$ cat src/rtl/axi4_lite_pkg.sv
// Shared AXI4-Lite definitions: response codes, default widths and the
// native-master bridge state encoding.
package axi4_lite_pkg;

  localparam int AXI_ADDR_W = 32;
  localparam int AXI_DATA_W = 32;

  localparam logic [1:0] RESP_OKAY   = 2'b00;
  localparam logic [1:0] RESP_EXOKAY = 2'b01;
  localparam logic [1:0] RESP_SLVERR = 2'b10;
  localparam logic [1:0] RESP_DECERR = 2'b11;

  typedef enum logic [2:0] {
    IDLE    = 3'd0,
    WR_XFER = 3'd1,
    WR_RESP = 3'd2,
    RD_ADDR = 3'd3,
    RD_DATA = 3'd4,
    DONE    = 3'd5
  } state_t;

endpackage

$ cat src/rtl/axi4_lite_native_master_bridge.sv
// Turns a CE/RD/WR native request into a single AXI4-Lite master transaction
// and reports completion with a one-cycle oREADY pulse.
module axi4_lite_native_master_bridge
  import axi4_lite_pkg::*;
#(
  parameter int         ADDR_W      = AXI_ADDR_W,
  parameter int         DATA_W      = AXI_DATA_W,
  parameter logic [2:0] PROT        = 3'b000,
  parameter bit         ALIGN_CHECK = 1'b1,
  localparam int        STRB_W      = DATA_W / 8
) (
  input  logic              iCLK,
  input  logic              iRST,
  input  logic              iCE,
  input  logic              iRD,
  input  logic              iWR,
  input  logic [ADDR_W-1:0] iADDR,
  input  logic [DATA_W-1:0] iWDATA,
  input  logic [STRB_W-1:0] iWSTRB,
  output logic [DATA_W-1:0] oRDATA,
  output logic              oREADY,
  output logic              oERR,
  output logic              oBUSY,
  output logic              m_AWVALID,
  input  logic              m_AWREADY,
  output logic [ADDR_W-1:0] m_AWADDR,
  output logic [2:0]        m_AWPROT,
  output logic              m_WVALID,
  input  logic              m_WREADY,
  output logic [DATA_W-1:0] m_WDATA,
  output logic [STRB_W-1:0] m_WSTRB,
  input  logic              m_BVALID,
  output logic              m_BREADY,
  input  logic [1:0]        m_BRESP,
  output logic              m_ARVALID,
  input  logic              m_ARREADY,
  output logic [ADDR_W-1:0] m_ARADDR,
  output logic [2:0]        m_ARPROT,
  input  logic              m_RVALID,
  output logic              m_RREADY,
  input  logic [DATA_W-1:0] m_RDATA,
  input  logic [1:0]        m_RRESP
);

  localparam logic [ADDR_W-1:0] ALIGN_MASK = ADDR_W'(STRB_W - 1);

  state_t              state_q, state_d;
  logic                aw_done_q, aw_done_d;
  logic                w_done_q, w_done_d;
  logic                err_q, err_d;
  logic [DATA_W-1:0]   rdata_q, rdata_d;
  logic [ADDR_W-1:0]   awaddr_q, awaddr_d;
  logic [ADDR_W-1:0]   araddr_q, araddr_d;
  logic [DATA_W-1:0]   wdata_q, wdata_d;
  logic [STRB_W-1:0]   wstrb_q, wstrb_d;

  logic req;
  logic misaligned;
  logic aw_hs, w_hs, b_hs, ar_hs, r_hs;
  logic aw_fin, w_fin;

  assign req        = iCE & (iRD | iWR);
  assign misaligned = ALIGN_CHECK && ((iADDR & ALIGN_MASK) != '0);

  assign aw_hs = m_AWVALID & m_AWREADY;
  assign w_hs  = m_WVALID & m_WREADY;
  assign b_hs  = m_BVALID & m_BREADY;
  assign ar_hs = m_ARVALID & m_ARREADY;
  assign r_hs  = m_RVALID & m_RREADY;

  // A channel counts as finished once its handshake has happened, either at
  // an earlier edge (flag) or at the coming one.
  assign aw_fin = aw_done_q | aw_hs;
  assign w_fin  = w_done_q | w_hs;

  always_comb begin
    // NOTE: every signal gets a default first so no path through the case
    // leaves a value unassigned and infers a latch.
    state_d   = state_q;
    aw_done_d = aw_done_q;
    w_done_d  = w_done_q;
    err_d     = err_q;
    rdata_d   = rdata_q;
    awaddr_d  = awaddr_q;
    araddr_d  = araddr_q;
    wdata_d   = wdata_q;
    wstrb_d   = wstrb_q;

    unique case (state_q)
      IDLE: begin
        if (req) begin
          if (misaligned) begin
            err_d   = 1'b1;
            state_d = DONE;
          end else if (iWR) begin
            err_d     = 1'b0;
            aw_done_d = 1'b0;
            w_done_d  = 1'b0;
            awaddr_d  = iADDR;
            wdata_d   = iWDATA;
            wstrb_d   = iWSTRB;
            state_d   = WR_XFER;
          end else begin
            err_d    = 1'b0;
            araddr_d = iADDR;
            state_d  = RD_ADDR;
          end
        end
      end
      WR_XFER: begin
        aw_done_d = aw_fin;
        w_done_d  = w_fin;
        if (aw_fin && w_fin) begin
          aw_done_d = 1'b0;
          w_done_d  = 1'b0;
          state_d   = WR_RESP;
        end
      end
      WR_RESP: begin
        if (b_hs) begin
          err_d   = (m_BRESP != RESP_OKAY);
          state_d = DONE;
        end
      end
      RD_ADDR: begin
        if (ar_hs) state_d = RD_DATA;
      end
      RD_DATA: begin
        if (r_hs) begin
          rdata_d = m_RDATA;
          err_d   = (m_RRESP != RESP_OKAY);
          state_d = DONE;
        end
      end
      DONE:    state_d = IDLE;
      default: state_d = IDLE;
    endcase
  end

  // NOTE: state is updated with non-blocking assignments so every flop
  // samples the pre-edge values of its neighbours.
  always_ff @(posedge iCLK) begin
    if (!iRST) begin
      state_q   <= IDLE;
      aw_done_q <= 1'b0;
      w_done_q  <= 1'b0;
      err_q     <= 1'b0;
      rdata_q   <= '0;
      awaddr_q  <= '0;
      araddr_q  <= '0;
      wdata_q   <= '0;
      wstrb_q   <= '0;
    end else begin
      state_q   <= state_d;
      aw_done_q <= aw_done_d;
      w_done_q  <= w_done_d;
      err_q     <= err_d;
      rdata_q   <= rdata_d;
      awaddr_q  <= awaddr_d;
      araddr_q  <= araddr_d;
      wdata_q   <= wdata_d;
      wstrb_q   <= wstrb_d;
    end
  end

  assign m_AWVALID = (state_q == WR_XFER) & ~aw_done_q;
  assign m_WVALID  = (state_q == WR_XFER) & ~w_done_q;
  assign m_BREADY  = (state_q == WR_RESP);
  assign m_ARVALID = (state_q == RD_ADDR);
  assign m_RREADY  = (state_q == RD_DATA);

  assign m_AWADDR = awaddr_q;
  assign m_ARADDR = araddr_q;
  assign m_WDATA  = wdata_q;
  assign m_WSTRB  = wstrb_q;
  assign m_AWPROT = PROT;
  assign m_ARPROT = PROT;

  assign oRDATA = rdata_q;
  assign oREADY = (state_q == DONE);
  assign oERR   = (state_q == DONE) & err_q;
  // Busy covers the in-flight states only; it is already low during DONE.
  assign oBUSY  = (state_q != IDLE) && (state_q != DONE);

endmodule

$ cat config.mk
export PLATFORM = sky130hd
export DESIGN_NAME = axi4_lite_native_master_bridge
export DESIGN_NICKNAME = d
export VERILOG_FILES = /design/src/rtl/axi4_lite_pkg.sv /design/src/rtl/axi4_lite_native_master_bridge.sv
export SDC_FILE = /design/constraint.sdc
export NUM_CORES = 1
export LEC_CHECK = 0
export CORE_MARGIN = 8
export CORE_UTILIZATION = 30
export DETAILED_ROUTE_END_ITERATION = 16
export PLACE_DENSITY = 0.66
export SETUP_SLACK_MARGIN = 0.4
export SLEW_MARGIN = 20
export SYNTH_ARGS = -nofsm -noshare
export SYNTH_HDL_FRONTEND = slang
export SYNTH_SLANG_ARGS = --single-unit
$ cat constraint.sdc
create_clock -name iCLK -period 1.75 [get_ports iCLK]
set_input_delay 0.525 -clock iCLK [delete_from_list [all_inputs] [get_ports iCLK]]
set_output_delay 0.525 -clock iCLK [all_outputs]
set_load 0.005 [all_outputs]
==> qor.txt, run 1 <==
status -> finished with violations
failing checks -> setup timing
Placed Instances -> 1,110
root buffer selected by CTS -> clkbuf_16
DRT antenna net count -> 0
Setup Total Neg Slack -> -10,380 ps
Initial Utilization -> 30.5%
vias in the first global route -> 6,106
slowest stage cell on the critical path -> or3b_4
placer congestion estimate -> 0.801
CORE AREA -> 16,500 um2
H-tree Lvls -> 4
num rows -> 47
dominant cell by count in the synthesized netlist -> nand2_1
P_leak -> 5.06 nW
share of layout cells above drive strength 1 -> 75.5%
Tightest Hold Check Type -> flop to flop
share of the synthesized area in the top cell type -> 54.9%
largest net degree at the start of global routing -> 48
Synth area leaders -> dfxtp_1 (55%), nand2_1 (20%), a21oi_1 (13%)
synth cell count leaders -> nand2_1 (265), dfxtp_1 (138), a21oi_1 (131), clkbuf_1 (34), buf_2 (11)
n_diodes -> 0
via count -> 6,177
Final setup viols -> 113
Post-Syn Area -> 5040 um2
Cell variety after synth -> 39
total track usage -> 20.7%
I/O pin count -> 260
IO Port Bufs -> 253
CP required -> 1220 ps
Synth area leader -> dfxtp_1
fin crit share -> 114%
CP Cell Sequence -> buf_6, or3b_4, nor2_2, buf_2
worst path bufs/invs -> 2
Clock Skew -> 7.36 ps
clock slew at reported path FFs -> 60 ps
Critical Path AT -> 1470 ps
Final Non-Filler Cells -> 1,273
adder-cell share of the synthesized area -> 0%
Setup crit start kind -> flop
Layout fillers -> 1,033
Max Buffers Root-to-Sink -> 2
max cap viols -> 0
Horiz. Die Dim -> 146 um
post-synthesis sequential area ratio -> 54.9%
later-pin clock latency in the skew report -> 420 ps
Max VDD drop -> 0.896 mV
Syn. warnings -> 0
Hold Buf Count CTS -> 0
# DRC -> 0
post-route minimum period -> 2000 ps
HPWL Detailed -> 13,000 um
1st-iter DRT viols -> 196
Clock Sinks -> 138
Setup crit end kind -> output pin
count of final hold-check violations -> 0
crit-path max FO -> 3
nets -> 1,154
antenna violations before repair -> 0
Die Height -> 146 um
cells after synthesis -> 644
detailed-route vias per instance -> 4.85
area grow syn2layout -> 144%
worst setup margin -> -248 ps
max-slew violations -> 0
Post-synth EDFFs -> 0
Synth async-reset ratio -> 0%
Synth Area in Compound Gates -> 16.0%
Top FF cell, synth -> dfxtp_1
GRT overflow -> 0
first-pass GRT wire length -> 34,700 um
RSZ-0062 raised after global routing -> yes
R2R Setup Slk -> -190 ps
TritonCTS Buffers -> 17
main combinational cell family by area after synthesis -> simple AND/OR/NAND/NOR gates
Yosys reg bits -> 138
PwrDens -> 885 nW/um2
die area -> 21,200 um2
DRT Wirelength -> 25,700 um
cell family with most CP delay -> simple AND/OR/NAND/NOR gates
Avg Cell Area, Syn -> 7.82 um2
multiplexer share of the synthesized area -> 0%
Worst path max stage delay -> 400 ps
XOR/XNOR Fraction of Synth Area -> 0%
CTS tree -> done
drt wl/cell -> 20.2 um
Worst Path Class, Setup -> flop to output pin
post-synthesis simple-gate area fraction -> 24.2%
DRT Pass-1 Iters -> 4
Max Fclk -> 500 MHz
final timing paths:
path	from	end	cells after the start
min	oRDATA[15]	oRDATA[15]	2
min reg2reg	oRDATA[15]	oRDATA[15]	2
max reg2reg	state_q[0]	state_q[1]	7
max	state_q[0]	m_AWVALID	4
metal layers:
layer  vias to the layer above  wire (um)  share of wire, %  track usage, %
li1                       2911          -                 -               -
met1                      3000      10400                41            24.1
met2                       227      13100                51            35.0
met3                        39       1610               6.3            7.15
met4                         0        522               2.0            6.82
met5                         -          0                 0               0
metrics by stage:
stage	setup slack [ps]	hold slack [ps]	total power (W)	cell area, um2	util [%]
after CTS	-269	448	0.0101	10400	63.0
after global routing	-317	463	0.0113	12300	74.4
after detailed placement	-343	442	0.00562	8100	49.0
after floorplan	130	448	0.00449	5190	-
final	-248	454	0.0109	12300	74.4
after global placement	-312	437	0.00561	8100	49.0
cell families after synthesis:
logic type	count (synthesis)
buffers and inverters	54
other	1
and+or+nand+nor	300
DFF	138
AOI/OAI and AO/OA	151
tightest hold or removal path: stages, from the launching register on:
cell,delay (ps)
dfxtp_2,330
nand2_2,50
a21oi_2,40
final cells by class:
class,instances,area [um2],share of cell area (%)
clock inverters,14,146,1.19
multi-input cells,457,3700,30.1
flip-flops and latches,138,2980,24.2
repair buffers,424,4760,38.7
well taps,220,275,2.24
clock buffers,18,429,3.49
inverters,2,10.0,0.0814
report_power, final:
| part | switching [W] | leakage [nW] | internal (W) |
|---|---|---|---|
| combinational | 0.00162 | 3.59 | 0.00213 |
| sequential | 0.000186 | 1.19 | 0.00335 |
| clock | 0.00149 | 0.277 | 0.00210 |
what timing repair did:
item,CTS,global route
setup endpoints to repair,278,278
pin swaps,101,132
gates cloned,23,3
setup buffers,35,70
resized for setup,1022,325
sequential cells by signal, indices dropped and copies added (netlist names):
name and count:
aw_done_q 1, err_q 1, m_ARADDR 32, m_AWADDR 32
m_WDATA 32, m_WSTRB 4, oRDATA 32, state_q 3
w_done_q 1
cells in the final DEF (no fill, tap or decap), types with 22 or more instances in the layout:
master,synthesis,final
nand2_1,265,97
a21oi_2,0,120
nand2_4,0,127
buf_6,1,154
clkdlybuf4s50_1,0,110
dfxtp_2,0,117
nand2_2,0,40
buf_16,0,22
buf_4,6,89
No activity file was read; power rests on OpenSTA's default activity.
==> run 2, diff against run 1 <==
Settings changed: CORE_UTILIZATION 30 to 40, CTS_CLUSTER_SIZE from default to 10, PLACE_DENSITY 0.66 to 0.84, SETUP_SLACK_MARGIN 0.4 to 0.1.
==> run 2 against run 1 <==
  * The run still ends with setup timing left
  * Core utilization fell by 2.6 points
  * Sequential share of layout area increased by 6.8 points
  * Worst hold slack worse by 7.9 ps
  * Critical path type unchanged
==> qor.txt, run 2 (same netlist as run 1, synthesis figures left out) <==
TritonCTS Buffers -> 17 (unchanged)
Clock Skew -> 4.24 ps (-3.12 ps)
DRT Wirelength -> 19,000 um (-26%)
clock slew at reported path FFs -> 60 ps (about the same)
Setup crit end kind -> output pin
detailed-route vias per instance -> 4.91 (+1.2%)
HPWL Detailed -> 12,200 um (-5.5%)
status -> finished with violations
Tightest Hold Check Type -> flop to flop
Hold WS -> 446 ps (-7.90 ps)
commonest non-fill, non-tap cells in the layout -> nand2_1 (247), dfxtp_1 (135), dlygate4sd2_1 (132)
antenna violations before repair -> 0 (unchanged)
GRT overflow -> 0 (unchanged)
# DRC -> 0 (unchanged)
root buffer selected by CTS -> clkbuf_16
min-delay src -> m_AWADDR[13]
P_leak -> 3.89 nW (-23%)
H-tree Lvls -> 4 (unchanged)
area grow syn2layout -> 77.6%
dpl ws -> -375 ps (-32.7 ps)
CP Launch Point -> state_q[0]
Critical Path AT -> 1380 ps (-90 ps)
worst setup margin -> -160 ps (+88.6 ps)
Max Fclk -> 524 MHz (+4.6%)
die area -> 16,400 um2 (-22%)
DR top layer -> met4
Max VDD drop -> 0.732 mV (-18%)
num rows -> 41 (-13%)
1st-iter DRT viols -> 346 (+77%)
worst hold path depth -> 2 (unchanged)
IO Port Bufs -> 253 (unchanged)
Final setup viols -> 43 (-62%)
share of layout cells above drive strength 1 -> 16.0% (-60 points)
FF-to-FF End -> state_q[1]
Max Buffers Root-to-Sink -> 2 (unchanged)
Placed Instances -> 1,055 (-5.0%)
multi-input logic area -> 2260 um2 (-39%)
met1 WL -> 7130 um (-32%)
max-slew violations -> 0 (unchanged)
n_diodes -> 0 (unchanged)
most common cell after layout, fill and taps aside -> nand2_1
later-pin clock latency in the skew report -> 410 ps (about the same)
fin crit share -> 109% (-5.1 points)
DRT Pass-1 Iters -> 4 (unchanged)
total power -> 0.00948 W (-13%)
Layout fillers -> 989 (-4.3%)
first-pass GRT wire length -> 28,100 um (-19%)
Clock Sinks -> 138 (unchanged)
PwrDens -> 1060 nW/um2 (+20%)
drt wl/cell -> 17.1 um (-15%)
vias in the first global route -> 5,413 (-11%)
Die Height -> 128 um (-12%)
R2R Setup Slk -> -110 ps (+80 ps)
Initial Utilization -> 40.4% (+9.9 points)
routed wl met3 -> 1630 um (+1.2%)
crit-path max FO -> 3 (unchanged)
total track usage -> 21.9% (+1.2 points)
register area -> 2770 um2 (-6.9%)
largest net degree at the start of global routing -> 56 (+17%)
CORE AREA -> 12,500 um2 (-25%)
Crit Reg-Reg Startpoint -> state_q[0]
CP required -> 1220 ps (about the same)
post-route minimum period -> 1910 ps (-88.6 ps)
failing checks -> setup timing
Hold Buf Count CTS -> 0 (unchanged)
I/O pin count -> 260 (unchanged)
WL met2 -> 9500 um (-28%)
R2R cell count -> 6 (-1)
via count -> 5,455 (-12%)
Final Non-Filler Cells -> 1,111 (-13%)
Horiz. Die Dim -> 128 um (-12%)
nets -> 1,040 (-9.9%)
DRT antenna net count -> 0 (unchanged)
CTS tree -> done
max cap viols -> 0 (unchanged)
Worst Path Class, Setup -> flop to output pin
RSZ-0062 raised after global routing -> yes
Setup crit start kind -> flop
Worst Hold End -> m_AWADDR[13]
count of final hold-check violations -> 0 (unchanged)
placer congestion estimate -> 0.780 (-2.6%)
Setup Total Neg Slack -> -1880 ps (+8500 ps)
==> run 2: cell count changes in the layout (fill, tap and decap cells not counted), moves of 116 or more <==
cell / change
buf_6: -139
dfxtp_1: +132
dfxtp_2: -116
dlygate4sd2_1: +130
nand2_1: +150
nand2_4: -119
==> run 2: final cells by class <==
class | count | share of cell area, %
clock inverters | 13 | 1.69
flip-flops and latches | 138 | 31.0
multi-input cells | 457 | 25.2
clock buffers | 19 | 4.95
repair buffers | 310 | 34.6
inverters | 2 | 0.140
well taps | 172 | 2.41
==> run 2: where the power goes <==
part	total, W	internal, W	switching, W
Combinational	0.00242	0.00133	0.00109
Clock	0.00360	0.00226	0.00133
Sequential	0.00347	0.00334	0.000122
Total	0.00948	0.00693	0.00255
==> run 2: worst max-delay path by stage <==
stage                        endpoint  cells after the start
after floorplan            state_q[1]                      5
after global placement    m_ARADDR[3]                      7
after detailed placement   m_WSTRB[1]                      6
after CTS                    m_WVALID                      3
after global routing         m_WVALID                      3
final                        m_WVALID                      3
==> run 2: metrics by stage <==
step,util (%),cell area (um2)
6_report,71.8,8950
5_1_grt,71.8,8950
4_1_cts,70.3,8760
3_5_place_dp,63.5,7920
3_3_place_gp,63.5,7920
2_1_floorplan,-,5060
==> run 2: routing by layer <==
metal,track usage (%),vias to the layer above
li1,-,2657
met1,22.6,2522
met2,37.4,219
met3,8.94,57
met4,11.8,0
met5,0,-
==> run 2: critical path, cell delays in order (launching register included) <==
cell and delay (ps):
dfxtp_4 360, or3b_4 410, nor2_2 90, buf_2 120
==> run 2: timing repair <==
item / 4_1_cts / 5_1_grt
resized for setup: 242 / 23
setup buffers: 12 / 6
setup endpoints to repair: 216 / 139
gates cloned: 4 / 3
pin swaps: 21 / 11
==> run 3, diff against run 2 <==
Settings changed: CELL_PAD_IN_SITES_DETAIL_PLACEMENT from default to 0, CELL_PAD_IN_SITES_GLOBAL_PLACEMENT from default to 1, CORE_UTILIZATION 40 to 27, PLACE_DENSITY 0.84 to 0.82, REMOVE_ABC_BUFFERS from default to 1.
==> run 3 against run 2 <==
  * The run still ends with setup timing left
  * Routed wire length increased by 11%
  * Sequential cell count stayed put
  * Fmax shrank 0.79%
  * Clock-buffer cell count is 3 higher
  * Sequential share of layout area decreased by 2.8 points
  * Final area up 9.9%
  * Clock power barely moved
  * Die area grew 42%
  * Worst setup slack got worse by 15 ps
  * Largest cell class unchanged
  * First-iteration DRC count decreased by 45%
  * Worst hold slack better by 1.3 ps
  * Register-to-register slack about the same
==> qor.txt, run 3 (same netlist as run 1, synthesis figures left out) <==
status -> finished with violations
failing checks -> setup timing
Max Fclk -> 520 MHz (-0.79%)
crit-path max FO -> 3 (unchanged)
nets -> 1,053 (+1.3%)
TritonCTS Buffers -> 17 (unchanged)
Initial Utilization -> 27.2% (-13 points)
Worst Path Class, Setup -> flop to output pin
drt wl/cell -> 17.8 um (+4.1%)
Setup crit start kind -> flop
Critical Path AT -> 1400 ps (+20 ps)
1st-iter DRT viols -> 191 (-45%)
area grow syn2layout -> 95.2%
# DRC -> 0 (unchanged)
CP Cell Sequence -> or3b_4, nor2_4, buf_2
Hold WS -> 447 ps (+1.28 ps)
vias in the first global route -> 5,217 (-3.6%)
detailed-route vias per instance -> 4.63 (-5.7%)
n_diodes -> 0 (unchanged)
Tightest Hold Check Type -> flop to flop
num rows -> 50 (+22%)
Final Non-Filler Cells -> 1,186 (+6.8%)
post-route minimum period -> 1920 ps (+15.2 ps)
most common cell after layout, fill and taps aside -> nand2_1
Max Buffers Root-to-Sink -> 2 (unchanged)
share of layout cells above drive strength 1 -> 27.3% (+11 points)
IO Port Bufs -> 253 (unchanged)
count of final hold-check violations -> 0 (unchanged)
RSZ-0062 raised after global routing -> yes
H-tree Lvls -> 4 (unchanged)
die area -> 23,300 um2 (+42%)
CP required -> 1220 ps (about the same)
Final setup viols -> 40 (-7.0%)
max-slew violations -> 0 (unchanged)
I/O pin count -> 260 (unchanged)
CTS tree -> done
PwrDens -> 1000 nW/um2 (-5.2%)
slowest stage cell on the critical path -> or3b_4
dpl cell area -> 8070 um2 (+2.0%)
first-pass GRT wire length -> 30,200 um (+7.7%)
root buffer selected by CTS -> clkbuf_16
placer congestion estimate -> 0.794 (+1.8%)
Clock Skew -> 5.80 ps (+1.56 ps)
Worst path max stage delay -> 430 ps (+20 ps)
DRT antenna net count -> 0 (unchanged)
CORE AREA -> 18,500 um2 (+49%)
largest net degree at the start of global routing -> 49 (-13%)
Setup crit end kind -> output pin
worst setup margin -> -175 ps (-15.2 ps)
P_leak -> 4.42 nW (+14%)
total track usage -> 16.3% (-5.7 points)
Placed Instances -> 1,121 (+6.3%)
Clock Sinks -> 138 (unchanged)
GRT overflow -> 0 (unchanged)
via count -> 5,489 (+0.62%)
DRT Pass-1 Iters -> 4 (unchanged)
Die Height -> 153 um (+19%)
later-pin clock latency in the skew report -> 410 ps (about the same)
Horiz. Die Dim -> 153 um (+19%)
total power -> 0.00988 W (+4.2%)
Layout fillers -> 1,734 (+75%)
HPWL Detailed -> 13,200 um (+8.0%)
Max VDD drop -> 0.648 mV (-11%)
Hold Buf Count CTS -> 0 (unchanged)
fin crit share -> 110% (+0.87 points)
commonest non-fill, non-tap cells in the layout -> nand2_1 (204), dfxtp_1 (133), dlygate4sd2_1 (132)
clock slew at reported path FFs -> 60 ps (about the same)
final instance area -> 9830 um2 (+9.9%)
antenna violations before repair -> 0 (unchanged)
DRT Wirelength -> 21,100 um (+11%)
max cap viols -> 0 (unchanged)
run 3: path summary, 6_finish.rpt:
check / cells past startpoint / startpoint / slack, ps / to
setup / recovery: 3 / state_q[2] / -170 / m_AWVALID
hold / removal: 2 / m_WDATA[21] / 450 / m_WDATA[21]
setup reg to reg: 10 / state_q[0] / -110 / m_ARADDR[23]
hold reg to reg: 2 / m_WDATA[21] / 450 / m_WDATA[21]
run 3: report_power, final:
| part | internal (W) | switching [W] | leakage, nW |
|---|---|---|---|
| logic | 0.00152 | 0.00129 | 3.02 |
| clock network | 0.00222 | 0.00142 | 0.283 |
| registers | 0.00334 | 0.000104 | 1.12 |
run 3: critical path, delay by kind of cell, from the launching register on:
kind | cells | cell delay (ps)
flops | 1 | 340
buf+inv | 1 | 120
simple gates | 2 | 530
run 3: final cells by class:
class / count / area (um2) / area share [%]
multi-input cells: 457 / 2760 / 28.1
inverters: 2 / 10.0 / 0.102
clock inverters: 10 / 115 / 1.17
repair buffers: 323 / 3400 / 34.6
well taps: 234 / 293 / 2.98
clock buffers: 22 / 474 / 4.82
flip-flops and latches: 138 / 2770 / 28.2
run 3: what timing repair did:
item,CTS,global route
pin swaps,12,124
setup endpoints to repair,178,134
gates cloned,5,11
resized for setup,206,197
setup buffers,10,7
run 3: metrics by stage:
step           setup WS (ps)  utilization, %  TNS (ps)
4_1_cts                 -201            47.5     -2140
2_1_floorplan          -1430               -   -149490
3_3_place_gp            -459            43.6    -34220
3_5_place_dp            -439            43.6    -33690
6_report                -175            53.1     -3330
5_1_grt                 -225            53.1     -5970
run 3: routing by layer:
| metal | wire (um) | GRT usage, % | part of all wire [%] | vias up |
|---|---|---|---|---|
| li1 | - | - | - | 2693 |
| met1 | 8900 | 19.0 | 42 | 2595 |
| met2 | 10300 | 26.6 | 49 | 176 |
| met3 | 1490 | 6.15 | 7.1 | 25 |
| met4 | 471 | 6.17 | 2.2 | 0 |
| met5 | 0 | 0 | 0 | - |
